## src/rtl/transmissor_dual_rail_if.sv

```systemverilog
// Interface bundling the clocked token port, the dual-rail outputs, the async ack
// and the status signals of transmissor_dual_rail.
// master: the upstream producer / test side. slave: the bridge itself.
interface transmissor_dual_rail_if #(
    parameter int CNT_W = 8
);
    logic             in_valid;
    logic [3:0]       in_a;
    logic [3:0]       in_b;
    logic             in_sub;
    logic             in_ready;
    logic [7:0]       a_dr;
    logic [7:0]       b_dr;
    logic [1:0]       sub_dr;
    logic             ack_in;
    logic             busy;
    logic [CNT_W-1:0] tx_count;
    logic             err;

    modport master (
        output in_valid, in_a, in_b, in_sub, ack_in,
        input  in_ready, a_dr, b_dr, sub_dr, busy, tx_count, err
    );

    modport slave (
        input  in_valid, in_a, in_b, in_sub, ack_in,
        output in_ready, a_dr, b_dr, sub_dr, busy, tx_count, err
    );
endinterface

```

## src/rtl/transmissor_dual_rail.sv

```systemverilog
// transmissor_dual_rail: synchronous-to-asynchronous bridge feeding a dual-rail,
// 4-phase (return-to-zero) ALU pipeline. Each accepted binary token becomes one
// dual-rail codeword (1 -> 10, 0 -> 01), held until the pipeline acks, then
// replaced by the all-zero spacer until the ack returns low.
// Optional feature: define TX_TIMEOUT_EN to add an ack-wait watchdog that
// moves to a sticky ERR state (exit only by rst) after TIMEOUT_CYCLES cycles.
module transmissor_dual_rail #(
    parameter int SYNC_STAGES    = 2,
    parameter int CNT_W          = 8,
    parameter int TIMEOUT_CYCLES = 255
) (
    input  logic                    clk,
    input  logic                    rst,
    transmissor_dual_rail_if.slave  bus
);

    localparam int SETTLE_W = $clog2(SYNC_STAGES + 1);

`ifdef TX_TIMEOUT_EN
    typedef enum logic [1:0] {S_IDLE, S_DATA, S_SPACER, S_ERR} state_t;
    localparam int WAIT_W = $clog2(TIMEOUT_CYCLES + 1);
`else
    typedef enum logic [1:0] {S_IDLE, S_DATA, S_SPACER} state_t;
`endif

    // Parameter sanity: a one-flop synchronizer is not metastability safe.
    generate
        if (SYNC_STAGES < 2 || TIMEOUT_CYCLES < 1) begin : g_param_check
            $error("transmissor_dual_rail: SYNC_STAGES must be >= 2 and TIMEOUT_CYCLES >= 1");
        end
    endgenerate

    state_t                 r_state;
    state_t                 w_state_next;
    logic [SYNC_STAGES-1:0] r_ack_sync;
    logic                   w_ack_s;
    logic [SETTLE_W-1:0]    r_settle_cnt;
    logic                   w_settled;
    logic [7:0]             r_a_dr;
    logic [7:0]             r_b_dr;
    logic [1:0]             r_sub_dr;
    logic [7:0]             w_a_code;
    logic [7:0]             w_b_code;
    logic [1:0]             w_sub_code;
    logic                   w_in_ready;
    logic                   w_load;
    logic                   w_done;
    logic [CNT_W-1:0]       r_tx_count;

    // Ack synchronizer chain; all stages clear on reset.
    genvar gi;
    generate
        for (gi = 0; gi < SYNC_STAGES; gi++) begin : g_sync
            if (gi == 0) begin : g_first
                // First stage samples the raw asynchronous ack.
                always_ff @(posedge clk) begin
                    if (rst) r_ack_sync[0] <= 1'b0;
                    else     r_ack_sync[0] <= bus.ack_in;
                end
            end else begin : g_rest
                // Later stages resolve metastability of the previous one.
                always_ff @(posedge clk) begin
                    if (rst) r_ack_sync[gi] <= 1'b0;
                    else     r_ack_sync[gi] <= r_ack_sync[gi-1];
                end
            end
        end
    endgenerate

    assign w_ack_s = r_ack_sync[SYNC_STAGES-1];

    // After reset the chain holds zeros that say nothing about the real ack, so
    // the bridge refuses tokens until the chain has refilled from ack_in.
    always_ff @(posedge clk) begin
        if (rst)             r_settle_cnt <= '0;
        else if (!w_settled) r_settle_cnt <= r_settle_cnt + SETTLE_W'(1);
    end

    assign w_settled = (r_settle_cnt == SETTLE_W'(SYNC_STAGES));

    // Dual-rail encoding of the incoming operands: bit i -> rails [2i+1:2i].
    generate
        for (gi = 0; gi < 4; gi++) begin : g_enc
            assign w_a_code[2*gi+1 -: 2] = bus.in_a[gi] ? 2'b10 : 2'b01;
            assign w_b_code[2*gi+1 -: 2] = bus.in_b[gi] ? 2'b10 : 2'b01;
        end
    endgenerate

    assign w_sub_code = bus.in_sub ? 2'b10 : 2'b01;

`ifdef TX_TIMEOUT_EN
    logic [WAIT_W-1:0] r_wait_cnt;
    logic              r_err;

    // Wait counter: clears on any state change, counts cycles waiting on ack.
    always_ff @(posedge clk) begin
        if (rst)                                         r_wait_cnt <= '0;
        else if (w_state_next != r_state)                r_wait_cnt <= '0;
        else if (r_state == S_DATA || r_state == S_SPACER) r_wait_cnt <= r_wait_cnt + WAIT_W'(1);
    end

    // Sticky error flag, raised on entry to ERR.
    always_ff @(posedge clk) begin
        if (rst)                      r_err <= 1'b0;
        else if (w_state_next == S_ERR) r_err <= 1'b1;
    end

    assign bus.err = r_err;
`else
    assign bus.err = 1'b0;
`endif

    // Next-state logic: 4-phase handshake sequencing and token acceptance.
    always_comb begin
        w_state_next = r_state;
        w_in_ready   = 1'b0;
        w_load       = 1'b0;
        w_done       = 1'b0;
        case (r_state)
            S_IDLE: begin
                // A stale or glitching ack blocks acceptance.
                w_in_ready = w_settled && !w_ack_s;
                if (bus.in_valid && w_in_ready) begin
                    w_state_next = S_DATA;
                    w_load       = 1'b1;
                end
            end
            S_DATA: begin
                // An ack that drops again before sampling high keeps the codeword.
                if (w_ack_s) w_state_next = S_SPACER;
            end
            S_SPACER: begin
                if (!w_ack_s) begin
                    w_state_next = S_IDLE;
                    w_done       = 1'b1;
                end
            end
            default: begin
                w_state_next = r_state;
            end
        endcase
`ifdef TX_TIMEOUT_EN
        if ((r_state == S_DATA || r_state == S_SPACER) &&
            r_wait_cnt == WAIT_W'(TIMEOUT_CYCLES)) begin
            w_state_next = S_ERR;
            w_done       = 1'b0;
        end
`endif
    end

    // State register.
    always_ff @(posedge clk) begin
        if (rst) r_state <= S_IDLE;
        else     r_state <= w_state_next;
    end

    // Rail registers: load the codeword on accept, hold in DATA, spacer otherwise,
    // so an edge only ever moves between spacer and a full codeword.
    always_ff @(posedge clk) begin
        if (rst) begin
            r_a_dr   <= 8'h00;
            r_b_dr   <= 8'h00;
            r_sub_dr <= 2'b00;
        end else if (w_load) begin
            r_a_dr   <= w_a_code;
            r_b_dr   <= w_b_code;
            r_sub_dr <= w_sub_code;
        end else if (w_state_next != S_DATA) begin
            r_a_dr   <= 8'h00;
            r_b_dr   <= 8'h00;
            r_sub_dr <= 2'b00;
        end
    end

    // Completed-token counter, wraps silently.
    always_ff @(posedge clk) begin
        if (rst)         r_tx_count <= '0;
        else if (w_done) r_tx_count <= r_tx_count + CNT_W'(1);
    end

    assign bus.in_ready = w_in_ready && !rst;
    assign bus.a_dr     = r_a_dr;
    assign bus.b_dr     = r_b_dr;
    assign bus.sub_dr   = r_sub_dr;
    assign bus.busy     = (r_state != S_IDLE);
    assign bus.tx_count = r_tx_count;

endmodule

```

## src/flat_wrapper.sv

```systemverilog
// flat-port wrapper written by rule: the top's interface ports become plain ports
module transmissor_dual_rail_flat 
#(
    parameter int SYNC_STAGES    = 2,
    parameter int CNT_W          = 8,
    parameter int TIMEOUT_CYCLES = 255
)
  (clk, rst, bus_in_valid, bus_in_a, bus_in_b, bus_in_sub, bus_ack_in, bus_in_ready, bus_a_dr, bus_b_dr, bus_sub_dr, bus_busy, bus_tx_count, bus_err);
  transmissor_dual_rail_if #(.CNT_W(CNT_W)) bus_i ();
  input  logic clk;
  input  logic rst;
  input wire logic [$bits(bus_i.in_valid)-1:0] bus_in_valid;
  input wire logic [$bits(bus_i.in_a)-1:0] bus_in_a;
  input wire logic [$bits(bus_i.in_b)-1:0] bus_in_b;
  input wire logic [$bits(bus_i.in_sub)-1:0] bus_in_sub;
  input wire logic [$bits(bus_i.ack_in)-1:0] bus_ack_in;
  output wire logic [$bits(bus_i.in_ready)-1:0] bus_in_ready;
  output wire logic [$bits(bus_i.a_dr)-1:0] bus_a_dr;
  output wire logic [$bits(bus_i.b_dr)-1:0] bus_b_dr;
  output wire logic [$bits(bus_i.sub_dr)-1:0] bus_sub_dr;
  output wire logic [$bits(bus_i.busy)-1:0] bus_busy;
  output wire logic [$bits(bus_i.tx_count)-1:0] bus_tx_count;
  output wire logic [$bits(bus_i.err)-1:0] bus_err;
  assign bus_i.in_valid = bus_in_valid;
  assign bus_i.in_a = bus_in_a;
  assign bus_i.in_b = bus_in_b;
  assign bus_i.in_sub = bus_in_sub;
  assign bus_i.ack_in = bus_ack_in;
  assign bus_in_ready = bus_i.in_ready;
  assign bus_a_dr = bus_i.a_dr;
  assign bus_b_dr = bus_i.b_dr;
  assign bus_sub_dr = bus_i.sub_dr;
  assign bus_busy = bus_i.busy;
  assign bus_tx_count = bus_i.tx_count;
  assign bus_err = bus_i.err;
  transmissor_dual_rail #(.SYNC_STAGES(SYNC_STAGES), .CNT_W(CNT_W), .TIMEOUT_CYCLES(TIMEOUT_CYCLES)) u_core (.clk(clk), .rst(rst), .bus(bus_i));
endmodule
```

## config.mk

```make
export PLATFORM = sky130hd
export DESIGN_NAME = transmissor_dual_rail_flat
export DESIGN_NICKNAME = d
export VERILOG_FILES = /design/src/rtl/transmissor_dual_rail_if.sv /design/src/rtl/transmissor_dual_rail.sv /design/src/flat_wrapper.sv
export SDC_FILE = /design/constraint.sdc
export NUM_CORES = 1
export LEC_CHECK = 0
export CAP_MARGIN = 40
export CELL_PAD_IN_SITES_DETAIL_PLACEMENT = 2
export CELL_PAD_IN_SITES_GLOBAL_PLACEMENT = 2
export CORE_MARGIN = 3
export CORE_UTILIZATION = 28
export DETAILED_ROUTE_END_ITERATION = 6
export PLACE_DENSITY = 0.92
export SYNTH_ARGS = -nofsm -noshare
export SYNTH_HDL_FRONTEND = slang
export SYNTH_SLANG_ARGS = --single-unit
```

## constraint.sdc

```tcl
create_clock -name clk -period 2.7 [get_ports clk]
set_input_delay 0.675 -clock clk [delete_from_list [all_inputs] [get_ports clk]]
set_output_delay 0.675 -clock clk [all_outputs]
set_load 0.01 [all_outputs]
```

==> impl_metrics.toml <==
[layout]
register_area_sq_um = 641
diodes = 0
fillers = 473
drive_gt1_frac = 0.0950
layout.nets = 194
area_growth_pct = 41.0
fin_area_sq_mm = 0.00184
multi_input_area_sq_um = 568

[sta]
relSlewSlack = 0.509
rsz0062_at_grt = "no"
hold_viol = 0
fmax_ghz = 0.387
tightest_slew_ps = 735
fin_crit_sh = 0.956
skew_ps = 5.78
layout_min_cycle_time_ps = 2580
setup_tns_ps = 0
slew_viol_final = 0
setup_viol = 0

[clocking]
tritoncts = "built"
htreeDepth = 2
cts_sinks = 32
hold_buffers = 0
cts_resized = 0
clock_path_buffers = 2
cts.clk_slew.worst_paths_ps = 60
cts_buffers = 5
root_buffer = "clkbuf_8"
clk_latency_ps = 280
cts_setup_buffers = 0

[floorplanning]
core_area_sq_mm = 0.00441
io_pins = 42
die_h_um = 74.2
fp.dieW_um = 74.2
die_area_sq_mm = 0.00551
start_util = 0.295
num_rows = 24

[placement]
place_area_sq_mm = 0.00174
gp_congestion = 0.745
io_buffer_count = 40
place_hpwl_um = 2790

[worst_setup_path]
worstReg2RegStart = "u_core.r_settle_cnt[0]$_SDFFE_PP0P_"
reg2reg_depth = 6
rr_endpoint = "u_core.bus.sub_dr[0]$_SDFFE_PP0P_"
arrival_ps = 1910
r2r_setup_slack_ps = 1190
slowest_delay_ps = 560
cp.required_ps = 2030
crit_chain = "inv_1, ha_1, nor4b_2, nor2b_1, clkdlybuf4s50_1"
worst-setup-path-type = "reg2out"
worst_setup_path_start_kind = "flip-flop"
crit_path_end_kind = "primary output"
worstPathMaxFanout = 4
cp_slowest_cell = "clkdlybuf4s50_1"

[route]
wl_per_cell_um = 17.3
remaining_drc_errors = 0
first_pass_iters = 4
ant_nets = 0
avgViaCountPerCell = 5.17
drt_wl_total_um = 4010
vias = 1194
drtIter0Drc = 50

[min_path]
min_path_cells = 1
hold_path.class = "reg2reg"
min_from = "u_core.r_ack_sync[0]$_SDFF_PP0_"
hold_end = "u_core.w_ack_s$_SDFF_PP0_"

[synthesis]
synth.distinct_cells = 30
yosysSeqAreaShare = 0.491
synthAdderAreaFrac = 0.0192
synth_edf_count = 0
avgSynthCellArea_sq_um = 9.31
postSynthNetCount = 155
synthArstFlopShare = 0
synthMuxAreaShare = 0.0163
synth_ff_type = "dfxtp_1"
yosys.area_share.simple = 0.196
ys_warn_count = 0
synthXorXnorAreaFrac = 0.0202
synth_compound_area_frac = 0.177
synth_top_family_by_area = "simple AND/OR/NAND/NOR gates"
synth_area_sq_mm = 0.00130
synth_seq_cells = 32
synthCells = 140

[power_and_ir_drop]
p_per_area_mw_per_mm2 = 639
power_leakage_nw = 0.665
ir_drop_mv = 0.251

[job]
cap_violations = 0

[global_routing]
grt_max_degree = 34
overflow = 0
grt_pass1_wl_um = 6640
antenna_found_initial = 0
track_usage = 0.162
grt_pass1_vias = 1377

[outcome]
outcome = "finished clean"
## layout by cell type (no fill, tap or decap)
cell type / netlist / layout
conb_1: 1 / 1
nand4bb_4: 1 / 1
nand4_1: 1 / 1
xnor2_1: 2 / 2
ha_1: 2 / 2
nor2b_1: 4 / 4
or3_2: 1 / 1
o31ai_1: 3 / 3
and4bb_2: 1 / 1
or4_1: 3 / 3
clkbuf_8: 0 / 7
nor3b_2: 1 / 1
nor4b_2: 0 / 1
or2_2: 1 / 1
xor2_1: 1 / 1
a32oi_1: 18 / 18
nand2_1: 4 / 4
nor2_1: 25 / 25
a21oi_1: 7 / 7
nor3b_1: 1 / 1
inv_1: 12 / 12
nand3_1: 2 / 2
mux2_2: 1 / 1
clkdlybuf4s50_1: 0 / 40
dfxtp_1: 32 / 32
mux2i_1: 1 / 1
buf_4: 1 / 3
o21ai_0: 3 / 3
## registers in the layout, summed over array words and instances, names as in the netlist
name and count:
u_core.r_settle_cnt 2, u_core.w_ack_s 1, u_core.bus.tx_count 8, u_core.r_ack_sync 1, u_core.bus.b_dr 8, u_core.bus.a_dr 8, u_core.r_state 2, u_core.bus.sub_dr 2
## per-layer routing
layer	GRT usage	vias up	routed length (um)
met5	0	-	0
met4	0.0771	0	83
met3	0.0324	7	211
met2	0.284	37	1980
met1	0.188	584	1730
li1	-	566	-
## how the worst max path moves through the flow
stage	start	endpoint	cells past startpoint
floorplan	rst	bus_in_ready	3
global placement	rst	bus_in_ready	3
detailed placement	rst	bus_in_ready	3
CTS	u_core.r_settle_cnt[0]$_SDFFE_PP0P_	bus_in_ready	5
global route	u_core.r_settle_cnt[0]$_SDFFE_PP0P_	bus_in_ready	5
finish	u_core.r_settle_cnt[0]$_SDFFE_PP0P_	bus_in_ready	5
## stage by stage
step	total power, mW	hold slack [ps]	instances	setup slack (ps)	utilization
final	1.17	460	231	119	0.416
after global routing	1.24	484	231	6.38	0.416
after CTS	1.19	468	231	91.8	0.416
after detailed placement	0.786	448	224	155	0.395
after global placement	0.765	452	224	150	0.395
after floorplan	0.682	414	140	758	-
## where the power goes
part	switching (mW)	internal (mW)
clock network	0.165	0.227
registers	0.0263	0.505
logic	0.135	0.117
## cell usage after synthesis (2+ instances only)
cell type / number / area [sq um]
dfxtp_1: 32 / 641
nor2_1: 25 / 93.8
a32oi_1: 18 / 158
inv_1: 12 / 45.0
a21oi_1: 7 / 35.0
clkbuf_1: 5 / 18.8
nand2_1: 4 / 15.0
nor2b_1: 4 / 25.0
buf_2: 3 / 15.0
o21ai_0: 3 / 15.0
o31ai_1: 3 / 22.5
or4_1: 3 / 22.5
ha_1: 2 / 25.0
nand3_1: 2 / 10.0
xnor2_1: 2 / 17.5
## cell families after synthesis
logic type	count (synthesis)
AOI/OAI and AO/OA	31
xor gates and xnor gates	3
adders and majority gates	2
buffers and inverters	23
DFF	32
muxes	2
other	1
and+or+nand+nor	46
## cell type report
cell class	count	area share
flip-flops and latches	32	0.349
multi-input cells	85	0.309
repair buffers	43	0.230
clock buffers	7	0.0524
well taps	52	0.0354
inverters	12	0.0245
## worst max-delay path: cells and delay by family (launching register included)
family | cells | cell delay, ps
buffers and inverters | 2 | 630
DFF | 1 | 320
adders and majority gates | 1 | 220
and+or+nand+nor | 2 | 450
Power figures use the tool's default switching activity.
